**src/rtl/commit_trace_buffer.sv**
```systemverilog
// Commit trace buffer: show-ahead FIFO of GRF-write and DM-store commit events.
// Up to two events per cycle (GRF first); excess events are dropped and flagged.
module commit_trace_buffer #(
    parameter int DEPTH = 8
) (
    input  logic                     clk,
    input  logic                     reset,
    input  logic                     grf_we,
    input  logic [4:0]               grf_addr,
    input  logic [31:0]              grf_wdata,
    input  logic [31:0]              grf_pc,
    input  logic                     dm_we,
    input  logic [31:0]              dm_addr,
    input  logic [31:0]              dm_wdata,
    input  logic [31:0]              dm_pc,
    output logic                     out_valid,
    input  logic                     out_ready,
    output logic                     out_kind,
    output logic [31:0]              out_pc,
    output logic [31:0]              out_addr,
    output logic [31:0]              out_data,
    output logic [$clog2(DEPTH):0]   count,
    output logic                     overflow
);

    localparam int AW = $clog2(DEPTH);
    localparam int CW = AW + 1;
    localparam logic [CW:0] DEPTH_F = (CW+1)'(DEPTH);

    typedef struct packed {
        logic        kind;
        logic [31:0] pc;
        logic [31:0] addr;
        logic [31:0] data;
    } entry_t;

    entry_t         mem [DEPTH];
    entry_t         grf_entry;
    entry_t         dm_entry;
    entry_t         head;

    logic [AW-1:0]  rd_ptr;
    logic [AW-1:0]  wr_ptr;
    logic [AW-1:0]  dm_slot;
    logic [CW:0]    free;
    logic [1:0]     push_cnt;
    logic           grf_ev;
    logic           dm_ev;
    logic           push_grf;
    logic           push_dm;
    logic           pop;
    logic           drop;

    assign grf_ev = grf_we && (grf_addr != 5'd0);
    assign dm_ev  = dm_we;

    assign grf_entry = '{kind: 1'b0, pc: grf_pc,
                         addr: {27'd0, grf_addr}, data: grf_wdata};
    assign dm_entry  = '{kind: 1'b1, pc: dm_pc,
                         addr: dm_addr, data: dm_wdata};

    assign out_valid = (count != '0);
    assign pop       = !reset && out_valid && out_ready;

    // A pop in the same cycle frees its slot for this cycle's events.
    assign free = DEPTH_F - {1'b0, count} + {{CW{1'b0}}, pop};

    // The DM event lands after the GRF event, so it needs one more free slot.
    assign push_grf = !reset && grf_ev && (free != '0);
    assign push_dm  = !reset && dm_ev && (free > {{CW{1'b0}}, push_grf});
    assign drop     = !reset && ((grf_ev && !push_grf) || (dm_ev && !push_dm));

    assign push_cnt = {1'b0, push_grf} + {1'b0, push_dm};
    assign dm_slot  = wr_ptr + AW'(push_grf);

    always_ff @(posedge clk) begin
        if (push_grf) mem[wr_ptr] <= grf_entry;
        if (push_dm)  mem[dm_slot] <= dm_entry;
    end

    always_ff @(posedge clk) begin
        if (reset) begin
            rd_ptr   <= '0;
            wr_ptr   <= '0;
            count    <= '0;
            overflow <= 1'b0;
        end else begin
            rd_ptr   <= rd_ptr + AW'(pop);
            wr_ptr   <= wr_ptr + AW'(push_cnt);
            count    <= count + CW'(push_cnt) - CW'(pop);
            overflow <= overflow || drop;
        end
    end

    assign head = mem[rd_ptr];

    always_comb begin
        out_kind = 1'b0;
        out_pc   = '0;
        out_addr = '0;
        out_data = '0;
        if (out_valid) begin
            out_kind = head.kind;
            out_pc   = head.pc;
            out_addr = head.addr;
            out_data = head.data;
        end
    end

endmodule

```
**config.mk**
```make
export PLATFORM = sky130hd
export DESIGN_NAME = commit_trace_buffer
export DESIGN_NICKNAME = d
export VERILOG_FILES = /design/src/rtl/commit_trace_buffer.sv
export SDC_FILE = /design/constraint.sdc
export NUM_CORES = 1
export LEC_CHECK = 0
export ABC_CLOCK_PERIOD_IN_PS = 13900
export CORE_UTILIZATION = 50
export DETAILED_ROUTE_END_ITERATION = 10
export PLACE_DENSITY = 0.69
export REMOVE_ABC_BUFFERS = 1
export SLEW_MARGIN = 20
export SYNTH_ARGS = -nofsm -noshare
export SYNTH_HDL_FRONTEND = slang
export SYNTH_SLANG_ARGS = --single-unit
```
**constraint.sdc**
```tcl
create_clock -name clk -period 13.9 [get_ports clk]
set_input_delay 2.78 -clock clk [delete_from_list [all_inputs] [get_ports clk]]
set_output_delay 2.78 -clock clk [all_outputs]
set_load 0.03 [all_outputs]
```
[Word-level counts from Yosys, hierarchy flattened]
Memory sizes are Yosys's and may differ from the RTL's. A register that Yosys moved wholly into a read port is not among the register bits.
Cells that the tools add are included.
Operators by class
  $add $sub $neg: 8
  mux-type cells: 9
  reduce and logical (&&, ||, !) cells: 18
  $lt $le $gt $ge: 1
Operator list (count)
  $mux 32: 3
  $logic_and 1x1->1: 10
  $reduce_bool 5->1: 2
  $add 3x1->3: 2
  $add 5x1->5: 1
  $gt 5x1->1: 1
  $mux 1: 5
  $sub 4x4->5 const A: 1
  $add 4x2->4: 1
  $reduce_bool 4->1: 1
  $sub 4x1->4: 1
  $add 3x2->3: 1
  $logic_not 1->1: 3
  $mux 3: 1
  $add 1x1->2: 1
  $logic_or 1x1->1: 2
Word-level totals
  memories kept: 1
  register bits: 11
  memory bits (writable): 776
  input bits: 170
  word-level logic and storage cells: 41
Memories
  mem: words 8, width 97, rd ports 1, clocked after memory_dff 1, write ports 2, line 37  | entry_t mem [DEPTH];

[Depth between registers and ports, before layout]
Gate-level depths: netlist (run 1).
  word-level depth: 13
  depth in mapped cells: 28
  depth with buffers taken out: 25

[Worst setup path before layout (run 1)]
OpenSTA, ideal clock, no wires.
  path type: input-to-reg
  start: input port reset
  end: memory mem[1][0] (netlist bit) (enable)
  data arrival time: 11312 ps
  path buffers: 3
  setup time: 683 ps
  slack: 1905 ps
  data required time: 13217 ps
  stages on the path: 12
  cells stage by stage: nand3b_1 -> ha_1 -> inv_1 -> ha_1 -> nand2b_1 -> o211ai_1 -> and3_1 -> or3_1 -> clkbuf_1 -> buf_2 -> buf_4 -> o21ai_0
RTL lines
  start: declaration: line 7  | input logic reset,
  end: declaration: line 37

==> results of run 1 <==
cells in the final DEF (no fill, tap or decap), types with 23 or more instances in the layout:
cell / instances
and3_1: 217
buf_4: 52
clkbuf_16: 87
clkdlybuf4s50_1: 272
clkinv_1: 23
edfxtp_1: 768
mux2i_1: 97
mux4_2: 194
nand2_1: 156
nand3_1: 555
nor2_1: 108
o31ai_1: 444
o31ai_2: 107
critical path: cells and delay by family:
| kind | cells | cell delay (ps) |
|---|---|---|
| compound gates | 3 | 780 |
| xor+xnor | 1 | 170 |
| fa+ha+maj | 4 | 810 |
| buf+inv | 5 | 3200 |
| simple gates | 5 | 1570 |
layer usage:
metal	GRT usage (%)	part of all wire (%)	up-vias
li1	-	-	12700
met1	41.5	36	15200
met2	49.7	47	2409
met3	7.06	13	404
met4	14.5	4.0	16
met5	0	0.070	-
power by group through the flow:
stage / logic [mW] / registers, mW / clock network [mW]
global placement: 2.93 / 3.12 / 0
global route: 3.19 / 3.10 / 2.22
CTS: 2.98 / 3.09 / 2.13
floorplan: 1.80 / 3.23 / 0
detailed placement: 2.97 / 3.14 / 0
finish: 3.04 / 3.08 / 2.13
final cells by class:
type / instances / area share (%)
flip-flops and latches: 787 / 50.2
multi-input cells: 1964 / 34.3
repair buffers: 331 / 7.00
clock buffers: 105 / 4.83
well taps: 1060 / 2.84
clock inverters: 44 / 0.584
inverters: 16 / 0.131
diodes: 8 / 0.0429
cells by family after synthesis:
logic type | Yosys count
flip-flops | 787
AO/OA/AOI/OAI | 578
XOR/XNOR | 6
AND/OR/NAND/NOR | 1070
multiplexers | 292
buffers and inverters | 469
adder cells (fa/ha/maj) | 18
per-stage QoR:
step                      utilization, %  power (mW)  setup slack (ps)
after floorplan                        -        5.03            -10060
final                               57.6        8.25              4780
after CTS                           57.5        8.21              4950
after global placement              54.3        6.05              4080
after detailed placement            54.4        6.11              4270
after global routing                57.6        8.51              4410
path summary, 6_finish.rpt:
| kind | slack (ps) | cells after the start | startpoint | endpoint |
|---|---|---|---|---|
| max | 4780 | 18 | reset | mem[1][25]$_DFFE_PP_ |
| min | 480 | 2 | mem[1][96]$_SDFFE_PP1P_ | mem[1][96]$_SDFFE_PP1P_ |
| max reg2reg | 6370 | 21 | count[2]$_SDFF_PP0_ | mem[1][25]$_DFFE_PP_ |
| min reg2reg | 480 | 2 | mem[1][96]$_SDFFE_PP1P_ | mem[1][96]$_SDFFE_PP1P_ |
state kept, by name (all words and copies together), names as in the netlist:
name and cells:
count 4, mem 776, rd_ptr 3, overflow 1, wr_ptr 3
synth_stat cells (all sizes together):
library cell  number
nor4               1
edfxtp           768
o211ai             1
nor2b              9
o21a               1
and2              10
nand3b             1
a31oi              2
fa                 2
nand2b             4
a21o               1
and3             218
nor3               1
dfxtp             19
ha                16
inv               16
or4                1
clkbuf           300
nand3            557
buf              153
a21oi              2
or3                2
o31ai            551
mux2               1
o21ai             13
xnor2              4
o41ai              4
a41o               2
nor2             109
mux2i             97
xor2               2
nand2            156
nor3b              1
a32oi              1
mux4             194
==> flow_metrics.env, run 1 <==
export IMPL_synth_top_family_by_area="multiplexers"
export IMPL_vias=30700
export IMPL_antenna_found_initial=15
export IMPL_cp_end_kind="flip-flop"
export IMPL_min_period_ps=9120
export IMPL_start_kind="input port"
export IMPL_multi_input_area_mm2=0.0160
export IMPL_worst_skew_pair_late_latency_ps=630
export IMPL_gp_congestion=0.825
export IMPL_rsz0062_at_grt="no"
export IMPL_setup_viol=0
export IMPL_grt_pass1_wl_mm=195
export IMPL_p_int_mw=5.12
export IMPL_synth_top_area_share_pct=55.9
export IMPL_row_count=104
export IMPL_ys_seq_area_share_pct=56.8
export IMPL_worst_hold_slack_ps=484
export IMPL_dieWidth_um=289
export IMPL_final_max_slew_viol_count=0
export IMPL_fillCellCount=6390
export IMPL_fin_area_mm2=0.0467
export IMPL_port_buffers=272
export IMPL_hold_viol=0
export IMPL_power_density_mw_per_mm2=177
export IMPL_first_global_vias=31500
export IMPL_post_cts_buffers=0
export IMPL_crit_type="in -> reg"
export IMPL_cts_tree="done"
export IMPL_placed_area_mm2=0.0441
export IMPL_outcome="finished, final reports clean"
export IMPL_track_usage_pct=31.4
export IMPL_switching_share_pct=37.9
export IMPL_yosysTopAreaCell="edfxtp_1"
export IMPL_die_height_um=289
export IMPL_drt_iter0_drc=4734
export IMPL_syn_area_mm2=0.0413
export IMPL_io_pins=273
export IMPL_grt_max_degree=243
export IMPL_hpwl_mm=67.4
export IMPL_leakagePower_nw=14.6
export IMPL_final_seq_area_mm2=0.0235
export IMPL_synthTopCellsByArea="edfxtp_1 56%, mux4_2 11%, o31ai_1 8.1%"
export IMPL_synth_fa_ha_area_share_pct=0.582
export IMPL_fin_crit_sh_pct=65.6
export IMPL_drt_wl_total_mm=132
export IMPL_fmax_mhz=110
export IMPL_cp_arrival_ps=9460
export IMPL_p_clk_share_pct=25.8
export IMPL_die_area_mm2=0.0837
export IMPL_clock_root_buffer="clkbuf_16"
export IMPL_route_detailed_drc=0
export IMPL_cts_buffers=83
export IMPL_dp_cells=4156
export IMPL_drive_gt1_share_pct=15.5
export IMPL_ys_ff_latch=787
export IMPL_synth_compound_area_share_pct=11.8
export IMPL_yosys_cell_types_count=42
export IMPL_slew_headroom_pct=18.5
export IMPL_vdd_ir_drop_max_mv=0.172
export IMPL_fin_setup_tns_ps=0
export IMPL_slowest_delay_ps=840
export IMPL_finalNetCount=3371
export IMPL_yosysWarnings=0
export IMPL_slowest_stage="buf_4"
export IMPL_switchingPower_mw=3.13
export IMPL_path_cells="clkdlybuf4s50_1 > nand3b_1 > ha_1 > inv_1 > ha_1 > nand2b_1 > o211ai_1 > and3_1 > nor2_1 > ha_1 > ha_1 > xor2_1 > a31oi_4 > buf_4 > buf_4 > and2_4 > buf_4 > o31ai_1"
export IMPL_hold_path_class="reg -> reg"
export IMPL_cp_required_ps=14240
export IMPL_firstDrtPassIters=6
export IMPL_vias_per_cell=7.12
export IMPL_muxShareOfSynthArea_pct=13.0
export IMPL_gr_total_overflow=0
export IMPL_wl_per_cell_um=30.7
export IMPL_stdcell_count=4315
export IMPL_detail_route_antenna_nets=0
export IMPL_synth_simple_area_share_pct=12.9
export IMPL_synth_area_per_cell_um2=12.8
export IMPL_worst_pin_slew_ps=1220
export IMPL_initial_core_util_pct=50.9
export IMPL_htreeDepth=3
export IMPL_ctsHoldBuffers=0
export IMPL_synthXorXnorAreaFrac_pct=0.127
export IMPL_p_comb_share_pct=36.9
export IMPL_synthCells=3220
export IMPL_cpMostUsedCell="ha_1"
export IMPL_cts_num_sinks=787
export IMPL_crit_fanout=95
export IMPL_cap_violations=0
export IMPL_cts_resized=0
export IMPL_clk_pin_slew_ps=60
export IMPL_areaGrowthSynthToFinish_pct=13.2
export IMPL_seqPwrFrac_pct=37.3
export IMPL_fin_skew_ps=13.7
export IMPL_cts_buffer_depth=3
export IMPL_design_core_area_mm2=0.0811
No activity file was read; power rests on OpenSTA's default activity.
==> run 2, diff against run 1 <==
Settings changed: ABC_CLOCK_PERIOD_IN_PS 13900 to 8950.
Clock period 13.9 ns to 8.95 ns, I/O delays scaled along.
==> flow_metrics.env, run 2 (synthesized netlist as in run 1, its figures left out) <==
export IMPL_worst_skew_pair_late_latency_ps=650
export IMPL_fmax_mhz=143
export IMPL_reg_largest_list="mem x776, count x4"
export IMPL_initial_core_util_pct=50.9
export IMPL_final_max_slew_viol_count=0
export IMPL_fin_setup_tns_ps=0
export IMPL_worst_hold_slack_ps=466
export IMPL_r2r_start="count[2]$_SDFF_PP0_"
export IMPL_r2r_cells=20
export IMPL_design_core_area_mm2=0.0811
export IMPL_switching_share_pct=37.8
export IMPL_first_global_vias=32000
export IMPL_htreeDepth=3
export IMPL_p_clk_share_pct=26.1
export IMPL_cts_num_sinks=787
export IMPL_route_detailed_drc=0
export IMPL_cts_buffers=84
export IMPL_cp_arrival_ps=7330
export IMPL_p_int_mw=8.03
export IMPL_clk_pin_slew_ps=60
export IMPL_setup_ws_ps=1960
export IMPL_post_cts_buffers=0
export IMPL_antenna_found_initial=19
export IMPL_detail_route_antenna_nets=0
export IMPL_cp_end_kind="flip-flop"
export IMPL_final_seq_area_mm2=0.0235
export IMPL_top_usage_layer="met2"
export IMPL_vdd_ir_drop_max_mv=0.260
export IMPL_rsz0062_at_grt="no"
export IMPL_hpwl_mm=69.0
export IMPL_min_path_cells=2
export IMPL_dp_cells=4163
export IMPL_firstDrtPassIters=7
export IMPL_min_period_ps=6990
export IMPL_die_area_mm2=0.0837
export IMPL_dp_slack_ps=1430
export IMPL_vias_per_cell=7.15
export IMPL_final_core_util_pct=57.9
export IMPL_rr_endpoint="mem[4][14]$_DFFE_PP_"
export IMPL_vias=30900
export IMPL_port_buffers=272
export IMPL_placed_area_mm2=0.0443
export IMPL_drive_gt1_share_pct=15.7
export IMPL_finalNetCount=3377
export IMPL_hold_path_class="reg -> reg"
export IMPL_ctsHoldBuffers=0
export IMPL_slew_headroom_pct=19.6
export IMPL_worst_pin_slew_ps=1210
export IMPL_cts_buffer_depth=3
export IMPL_r2r_slack_ps=2600
export IMPL_use_met2_pct=51.7
export IMPL_gr_total_overflow=0
export IMPL_grt_max_degree=181
export IMPL_use_met1_pct=39.7
export IMPL_crit_fanout=35
export IMPL_dieWidth_um=289
export IMPL_total_power_mw=12.9
export IMPL_drt_wl_total_mm=133
export IMPL_switchingPower_mw=4.88
export IMPL_stdcell_count=4324
export IMPL_die_height_um=289
export IMPL_fin_area_mm2=0.0470
export IMPL_cap_violations=0
export IMPL_timing_critical_path_from="reset"
export IMPL_gp_congestion=0.838
export IMPL_hold_viol=0
export IMPL_p_comb_share_pct=36.7
export IMPL_cts_tree="done"
export IMPL_power_density_mw_per_mm2=275
export IMPL_fin_crit_sh_pct=78.1
export IMPL_fin_skew_ps=16.6
export IMPL_wl_per_cell_um=30.8
export IMPL_setup_viol=0
export IMPL_final_common_cell="edfxtp_1"
export IMPL_clock_root_buffer="clkbuf_16"
export IMPL_start_kind="input port"
export IMPL_seqPwrFrac_pct=37.1
export IMPL_met3_usage_pct=7.39
export IMPL_min_from="mem[0][96]$_SDFFE_PP1P_"
export IMPL_row_count=104
export IMPL_areaGrowthSynthToFinish_pct=13.8
export IMPL_track_usage_pct=31.7
export IMPL_regMostFlops="mem"
export IMPL_multi_input_area_mm2=0.0160
export IMPL_worstHoldEndpoint="mem[0][96]$_SDFFE_PP1P_"
export IMPL_io_pins=273
export IMPL_final_cell_mix="768 x edfxtp_1, 555 x nand3_1, 444 x o31ai_1"
export IMPL_largest_reg_flops=776
export IMPL_outcome="finished, final reports clean"
export IMPL_drt_iter0_drc=4400
export IMPL_grt_pass1_wl_mm=197
export IMPL_fillCellCount=6246
export IMPL_crit_type="in -> reg"
export IMPL_cp_required_ps=9290
export IMPL_leakagePower_nw=14.7
export IMPL_cts_resized=0
==> run 2: changes by cell type in the layout (fill, tap and decap cells not counted), moves of 2 or more <==
cell      change
buf_12       +18
buf_4         -9
buf_16        -3
inv_6         +2
clkinv_1     -10
clkbuf_8      +2
clkinv_2      -4
clkbuf_1      +9
==> run 2: worst max-delay path: stages <==
cell and delay, ps:
clkdlybuf4s50_1 690, nand3b_1 340, ha_1 220, inv_1 60
ha_1 180, nand2b_1 80, o211ai_1 600, and3_1 540
nor2_1 170, ha_1 220, ha_1 220, xnor2_1 170
a31oi_4 480, buf_4 380, and2_4 670, buf_12 370
o31ai_1 120
==> run 2: power groups by stage <==
stage	logic [mW]	registers (mW)	clock network, mW
after global placement	4.60	4.83	0
after global routing	4.95	4.83	3.53
after detailed placement	4.66	4.87	0
after CTS	4.68	4.79	3.39
final	4.74	4.79	3.37
after floorplan	2.64	4.98	0
==> run 2: how the worst max path moves through the flow <==
stage / slack (ps) / end / cells past startpoint
after floorplan: -15010 / mem[6][0]$_DFFE_PP_ / 18
after global placement: 1590 / mem[7][11]$_DFFE_PP_ / 15
after detailed placement: 1430 / mem[7][4]$_DFFE_PP_ / 15
after CTS: 2060 / mem[7][4]$_DFFE_PP_ / 15
after global routing: 1730 / mem[3][86]$_DFFE_PP_ / 17
final: 1960 / mem[4][14]$_DFFE_PP_ / 17
==> run 2: per-layer routing <==
layer  wire [um]  vias to the layer above
met5         139                        -
li1            -                    12700
met4        5780                       20
met2       64200                     2345
met1       47000                    15400
met3       15900                      476
==> run 2: cell type report <==
type / count / share of cell area (%)
Antenna cell: 9 / 0.0479
Clock buffer: 117 / 4.98
Clock inverter: 35 / 0.573
Inverter: 16 / 0.131
Multi-Input combinational cell: 1964 / 34.1
Sequential cell: 787 / 49.9
Tap cell: 1060 / 2.82
Timing Repair Buffer: 336 / 7.38
